==> src/rtl/icache_tag_ctrl_if.sv <==
`default_nettype none
// ============================================================================
//  Module   : icache_tag_ctrl_if
//  Brief    : Fetch request/response and line-refill handshake bundle.
//  Revision : 1.0
// ============================================================================
interface icache_tag_ctrl_if #(
    parameter int ADDR_W = 32
);
    logic              req_valid;
    logic              req_ready;
    logic [ADDR_W-1:0] req_addr;
    logic              rsp_valid;
    logic              rsp_miss;
    logic              refill_req;
    logic [ADDR_W-1:0] refill_addr;
    logic              refill_done;

    // master is the fetch/refill side, slave is the tag controller
    modport master (
        output req_valid, req_addr, refill_done,
        input  req_ready, rsp_valid, rsp_miss, refill_req, refill_addr
    );

    modport slave (
        input  req_valid, req_addr, refill_done,
        output req_ready, rsp_valid, rsp_miss, refill_req, refill_addr
    );
endinterface
`default_nettype wire

==> src/rtl/icache_tag_ctrl.sv <==
`default_nettype none
// ============================================================================
//  Module   : icache_tag_ctrl
//  Brief    : Direct-mapped I-cache tag lookup, refill and invalidate sweep.
//  Revision : 1.0
// ============================================================================
module icache_tag_ctrl #(
    parameter int ADDR_W   = 32,
    parameter int INDEX_W  = 8,
    parameter int OFFSET_W = 4
) (
    input  wire                                  clk,
    input  wire                                  rst,
    icache_tag_ctrl_if.slave                     bus,
    input  wire                                  flush,
    output logic [INDEX_W-1:0]                   tag_rd_addr,
    input  wire  [ADDR_W-INDEX_W-OFFSET_W:0]     tag_rd_data,
    output logic [INDEX_W-1:0]                   tag_wr_addr,
    output logic [ADDR_W-INDEX_W-OFFSET_W:0]     tag_wr_data,
    output logic                                 tag_wr_en,
    output logic                                 init_busy
);

    localparam int TAG_W = ADDR_W - INDEX_W - OFFSET_W;

    typedef enum logic [2:0] {
        S_INIT   = 3'd0,
        S_IDLE   = 3'd1,
        S_LOOKUP = 3'd2,
        S_REFILL = 3'd3,
        S_UPDATE = 3'd4,
        S_RESP   = 3'd5
    } state_t;

    state_t              state_q,       state_d;
    logic [INDEX_W-1:0]  cnt_q,         cnt_d;
    logic [TAG_W-1:0]    tag_q,         tag_d;
    logic [INDEX_W-1:0]  idx_q,         idx_d;
    logic                miss_q,        miss_d;
    logic                flush_pend_q,  flush_pend_d;
    logic                refill_req_q,  refill_req_d;
    logic [ADDR_W-1:0]   refill_addr_q, refill_addr_d;

    logic [TAG_W-1:0]    w_req_tag;
    logic [INDEX_W-1:0]  w_req_idx;
    logic                w_hit;
    logic                w_req_ready;
    logic                w_wr_en;

    assign w_req_tag = bus.req_addr[ADDR_W-1:INDEX_W+OFFSET_W];
    assign w_req_idx = bus.req_addr[INDEX_W+OFFSET_W-1:OFFSET_W];
    assign w_hit     = tag_rd_data[TAG_W] && (tag_rd_data[TAG_W-1:0] == tag_q);

    always_ff @(posedge clk) begin
        if (rst) begin
            state_q       <= S_INIT;
            cnt_q         <= '0;
            tag_q         <= '0;
            idx_q         <= '0;
            miss_q        <= 1'b0;
            flush_pend_q  <= 1'b0;
            refill_req_q  <= 1'b0;
            refill_addr_q <= '0;
        end else begin
            state_q       <= state_d;
            cnt_q         <= cnt_d;
            tag_q         <= tag_d;
            idx_q         <= idx_d;
            miss_q        <= miss_d;
            flush_pend_q  <= flush_pend_d;
            refill_req_q  <= refill_req_d;
            refill_addr_q <= refill_addr_d;
        end
    end

    always_comb begin
        state_d       = state_q;
        cnt_d         = cnt_q;
        tag_d         = tag_q;
        idx_d         = idx_q;
        miss_d        = miss_q;
        flush_pend_d  = flush_pend_q;
        refill_req_d  = refill_req_q;
        refill_addr_d = refill_addr_q;
        w_req_ready   = 1'b0;
        w_wr_en       = 1'b0;
        tag_rd_addr   = idx_q;
        tag_wr_addr   = idx_q;
        tag_wr_data   = '0;

        case (state_q)
            S_INIT: begin
                w_wr_en     = 1'b1;
                tag_wr_addr = cnt_q;
                cnt_d       = cnt_q + 1'b1;
                if (cnt_q == {INDEX_W{1'b1}}) begin
                    state_d = S_IDLE;
                end
            end
            S_IDLE: begin
                // RAM samples the live index on the accept edge
                tag_rd_addr = w_req_idx;
                if (flush || flush_pend_q) begin
                    state_d      = S_INIT;
                    cnt_d        = '0;
                    flush_pend_d = 1'b0;
                end else begin
                    w_req_ready = 1'b1;
                    if (bus.req_valid) begin
                        tag_d   = w_req_tag;
                        idx_d   = w_req_idx;
                        state_d = S_LOOKUP;
                    end
                end
            end
            S_LOOKUP: begin
                if (w_hit) begin
                    miss_d  = 1'b0;
                    state_d = S_RESP;
                end else begin
                    refill_req_d  = 1'b1;
                    refill_addr_d = {tag_q, idx_q, {OFFSET_W{1'b0}}};
                    state_d       = S_REFILL;
                end
            end
            S_REFILL: begin
                if (bus.refill_done) begin
                    refill_req_d = 1'b0;
                    state_d      = S_UPDATE;
                end
            end
            S_UPDATE: begin
                w_wr_en     = 1'b1;
                tag_wr_data = {1'b1, tag_q};
                miss_d      = 1'b1;
                state_d     = S_RESP;
            end
            S_RESP: begin
                state_d = S_IDLE;
            end
            default: begin
                state_d = S_INIT;
                cnt_d   = '0;
            end
        endcase

        // A sweep in progress already covers any flush that arrives during it
        if (flush && (state_q inside {S_LOOKUP, S_REFILL, S_UPDATE, S_RESP})) begin
            flush_pend_d = 1'b1;
        end
    end

    assign tag_wr_en       = w_wr_en && !rst;
    assign init_busy       = (state_q == S_INIT);
    assign bus.req_ready   = w_req_ready;
    assign bus.rsp_valid   = (state_q == S_RESP);
    assign bus.rsp_miss    = miss_q;
    assign bus.refill_req  = refill_req_q;
    assign bus.refill_addr = refill_addr_q;

endmodule
`default_nettype wire

==> src/flat_wrapper.sv <==
// flat-port wrapper written by rule: the top's interface ports become plain ports
module icache_tag_ctrl_flat 
#(
    parameter int ADDR_W   = 32,
    parameter int INDEX_W  = 8,
    parameter int OFFSET_W = 4
)
  (clk, rst, flush, tag_rd_addr, tag_rd_data, tag_wr_addr, tag_wr_data, tag_wr_en, init_busy, bus_req_valid, bus_req_addr, bus_refill_done, bus_req_ready, bus_rsp_valid, bus_rsp_miss, bus_refill_req, bus_refill_addr);
  icache_tag_ctrl_if #(.ADDR_W(ADDR_W)) bus_i ();
  input  wire clk;
  input  wire rst;
  input  wire flush;
  output logic [INDEX_W-1:0] tag_rd_addr;
  input  wire  [ADDR_W-INDEX_W-OFFSET_W:0] tag_rd_data;
  output logic [INDEX_W-1:0] tag_wr_addr;
  output logic [ADDR_W-INDEX_W-OFFSET_W:0] tag_wr_data;
  output logic tag_wr_en;
  output logic init_busy;
  input wire logic [$bits(bus_i.req_valid)-1:0] bus_req_valid;
  input wire logic [$bits(bus_i.req_addr)-1:0] bus_req_addr;
  input wire logic [$bits(bus_i.refill_done)-1:0] bus_refill_done;
  output wire logic [$bits(bus_i.req_ready)-1:0] bus_req_ready;
  output wire logic [$bits(bus_i.rsp_valid)-1:0] bus_rsp_valid;
  output wire logic [$bits(bus_i.rsp_miss)-1:0] bus_rsp_miss;
  output wire logic [$bits(bus_i.refill_req)-1:0] bus_refill_req;
  output wire logic [$bits(bus_i.refill_addr)-1:0] bus_refill_addr;
  assign bus_i.req_valid = bus_req_valid;
  assign bus_i.req_addr = bus_req_addr;
  assign bus_i.refill_done = bus_refill_done;
  assign bus_req_ready = bus_i.req_ready;
  assign bus_rsp_valid = bus_i.rsp_valid;
  assign bus_rsp_miss = bus_i.rsp_miss;
  assign bus_refill_req = bus_i.refill_req;
  assign bus_refill_addr = bus_i.refill_addr;
  icache_tag_ctrl #(.ADDR_W(ADDR_W), .INDEX_W(INDEX_W), .OFFSET_W(OFFSET_W)) u_core (.clk(clk), .rst(rst), .bus(bus_i), .flush(flush), .tag_rd_addr(tag_rd_addr), .tag_rd_data(tag_rd_data), .tag_wr_addr(tag_wr_addr), .tag_wr_data(tag_wr_data), .tag_wr_en(tag_wr_en), .init_busy(init_busy));
endmodule
==> config.mk <==
export PLATFORM = sky130hd
export DESIGN_NAME = icache_tag_ctrl_flat
export DESIGN_NICKNAME = d
export VERILOG_FILES = /design/src/rtl/icache_tag_ctrl_if.sv /design/src/rtl/icache_tag_ctrl.sv /design/src/flat_wrapper.sv
export SDC_FILE = /design/constraint.sdc
export NUM_CORES = 1
export LEC_CHECK = 0
export CAP_MARGIN = 20
export CORE_UTILIZATION = 30
export DETAILED_ROUTE_END_ITERATION = 8
export PLACE_DENSITY_LB_ADDON = 0.12
export SLEW_MARGIN = 10
export SYNTH_ARGS = -nofsm -noshare
export SYNTH_HDL_FRONTEND = slang
export SYNTH_SLANG_ARGS = --single-unit
==> constraint.sdc <==
create_clock -name clk -period 4.5 [get_ports clk]
set_input_delay 0.9 -clock clk [delete_from_list [all_inputs] [get_ports clk]]
set_output_delay 0.9 -clock clk [all_outputs]
set_load 0.1 [all_outputs]
==> run summary <==
Number of global-route vias before repair -> 3842
Final setup skew -> 0.004981 ns
Starting Density -> 0.3127
Worst EP required -> 3.60 ns
Core Rows -> 41
Synth Cell Area -> 4026 um^2
Hold-fix buffers, CTS -> 0
Worst r2r src -> u_core.state_q[1]
Routability cong. -> 0.8276
Post-CTS setup buffer count -> 0
DP Area -> 5190 um^2
Vias -> 4110
GR Layer Usage met2 -> 0.3276
Worst-path fanout max -> 3
Hold EP -> u_core.cnt_q[1]
Most common cell after layout, fill and taps aside -> nand2_1
CTS tree -> yes
Setup CP Type -> in2out
Detail Route Antenna Nets -> 0
Sequential area share after synthesis -> 0.3480
Total global routing overflow -> 0
Status -> completed
Clock Pin Slew Worst Setup and Hold Paths -> 0.05 ns
Fin area -> 5463 um^2
CP cell instances -> clkdlybuf4s50_1, or3b_2, nor3_2, buf_4
CP Launch Type -> input port
LEAKAGE -> 1.990 nW
R2r worst-path depth -> 5
Largest stage delay, worst path -> 0.50 ns
Most frequent cells in the layout -> nand2_1 (93), clkdlybuf4s50_1 (83), dfxtp_1 (70)
Worst reg2reg endpoint -> u_core.bus.refill_addr[18]
Die X -> 117.9 um
Ant diodes -> 0
Post-synth top flop -> dfxtp_1
Post-CTS resize count -> 0
Initial antenna violation count -> 0
Worst path buffer plus inverter count -> 2
Met3 usage -> 0.05184
Crit path DAT -> 2.34 ns
I/O Buffers -> 124
Clk Tree Root Cell -> clkbuf_16
Hold Crit Depth -> 2
Ys async rst share -> 0
Slew Limit Headroom -> 0.2903
Setup TNS Final -> 0 ns
I/O pin count -> 133
R2r setup slk -> 2.16 ns
WL final -> 13270 um
Pin count of the biggest net entering global routing -> 59
PwrDens -> 253.7 nW/um^2
Fraction of layout cells with a size suffix above 1 -> 0.1419
Final Max Slew Viols -> 0
Worst-margin pin slew -> 1.065 ns
Crit path max-delay family -> buffers and inverters
Gr usage total -> 0.1920
Endpoints failing setup -> 0
Sink Count -> 70
F_max -> 308.6 MHz
Die area -> 13890 um^2
CP endpoint kind -> primary output
Drc violations -> 0
Synth Instances -> 510
RSZ-0062 raised after global routing -> no
Yosys reg bits -> 70
Final period utilization -> 0.7201
Power, Total -> 1.386 mW
Area growth syn-to-layout -> 35.67%
First-pass GRT wire length -> 21170 um
Dpl hpwl -> 8958 um
DR iter-0 viols -> 220
Clock latency on the worst-skew pair -> 0.33 ns
Grt met1 use -> 0.2359
HP Start -> u_core.cnt_q[1]
Die Y -> 117.9 um
Layout Utilization -> 0.4243
WL/cell -> 17.05 um
Core area -> 12880 um^2
H-tree depth -> 3
Dpl ws -> 1.229 ns
Maximum VDD drop -> 135.2 uV
YS warnings -> 0
CTS max path bufs -> 2
EDFF count, synth -> 0
Synth Area per Inst -> 7.895 um^2
Final hold vios -> 0
Final worst setup slack -> 1.260 ns
Worst path slowest cell -> or3b_2
Max-cap violations -> 0
Synth unique cells -> 43
Pre-Repair DR Iteration Count -> 8
Detail-routed via count per cell -> 5.283
Busiest grt layer -> met2
Hold Path Class -> reg2reg
Min Tclk post-route -> 3.240 ns
TritonCTS buffer count -> 9
Final #Nets -> 661
-- cell families (layout without fill, tap and decap cells) --
logic type / count (synthesis) / count (layout) / synth area share
and+or+nand+nor: 238 / 238 / 0.3191
AOI/OAI and AO/OA: 100 / 100 / 0.1591
DFF: 70 / 70 / 0.3480
buffers and inverters: 58 / 151 / 0.06805
xor gates and xnor gates: 25 / 25 / 0.05438
muxes: 17 / 17 / 0.04723
adders and majority gates: 1 / 1 / 0.003107
other: 1 / 4 / 0.0009314
-- layer usage --
metal / vias up / share of wire
li1: 2008 / -
met1: 1935 / 0.44
met2: 154 / 0.49
met3: 13 / 0.062
met4: 0 / 0.016
met5: - / 0
-- per-stage QoR --
stage	hold WS (ns)	std cells
3_3_place_gp	0.4738	761
3_5_place_dp	0.4833	761
6_report	0.4946	778
2_1_floorplan	0.4525	513
5_1_grt	0.5095	778
4_1_cts	0.4957	776
-- power breakdown --
part	switching (mW)	total, mW	internal, mW	leakage, nW
Sequential	0.00330	0.626	0.623	0.564
Combinational	0.0769	0.132	0.0549	1.30
Clock	0.259	0.628	0.369	0.123
Total	0.340	1.39	1.05	1.99
-- worst max-delay path by stage --
stage | start | end | slack, ns | cells past startpoint
final | flush | bus_req_ready | 1.26 | 4
after global routing | flush | bus_req_ready | 1.21 | 4
after CTS | u_core.state_q[2] | tag_wr_data[5] | 1.19 | 3
after detailed placement | tag_rd_data[6] | u_core.state_q[2] | 1.23 | 7
after global placement | flush | bus_req_ready | 1.25 | 4
after floorplan | rst | tag_wr_en | 0.29 | 3
-- state kept, by name (all words and copies together), names as in the netlist --
| name | count |
|---|---|
| u_core.state_q | 3 |
| u_core.bus.refill_addr | 28 |
| u_core.idx_q | 8 |
| u_core.tag_q | 20 |
| u_core.bus.rsp_miss | 1 |
| u_core.flush_pend_q | 1 |
| u_core.cnt_q | 8 |
| u_core.bus.refill_req | 1 |
-- Yosys cell counts, types with 2 or more instances --
cell type	instances	share of area
buf_2	12	0.015
inv_1	3	0.0028
and2_1	22	0.034
and3_1	3	0.0047
a32oi_1	28	0.061
o22ai_1	3	0.0047
xnor2_1	6	0.013
a21oi_1	31	0.039
nand4_1	5	0.0078
buf_6	3	0.0084
o21ai_1	9	0.011
nor3_1	5	0.0062
xor2_1	19	0.041
nor4_1	3	0.0047
dfxtp_1	70	0.35
nand3_1	31	0.039
mux2_2	16	0.045
o21ai_0	22	0.027
clkbuf_1	34	0.032
nand2b_1	2	0.0031
buf_4	5	0.0093
or3_1	2	0.0031
nand2_1	93	0.087
nor3b_1	30	0.056
nor2_1	8	0.0075
or4_1	28	0.052
-- final cells by class --
cell class	count	area (um^2)
multi-input combinational	385	2374
fill	1309	7413
clock inverter	2	10.01
inverter	3	11.26
timing repair buffer	133	1211
sequential	70	1401
clock buffer	13	240.2
tap	172	215.2
-- worst register-to-register path: stages (launching register included) --
cell and delay, ns:
dfxtp_1 0.51, inv_1 0.15, or3_2 0.89, nor3b_1 0.49, o21ai_0 0.16, nand3_1 0.09
Note: power is estimated with default switching activity, not from simulation.
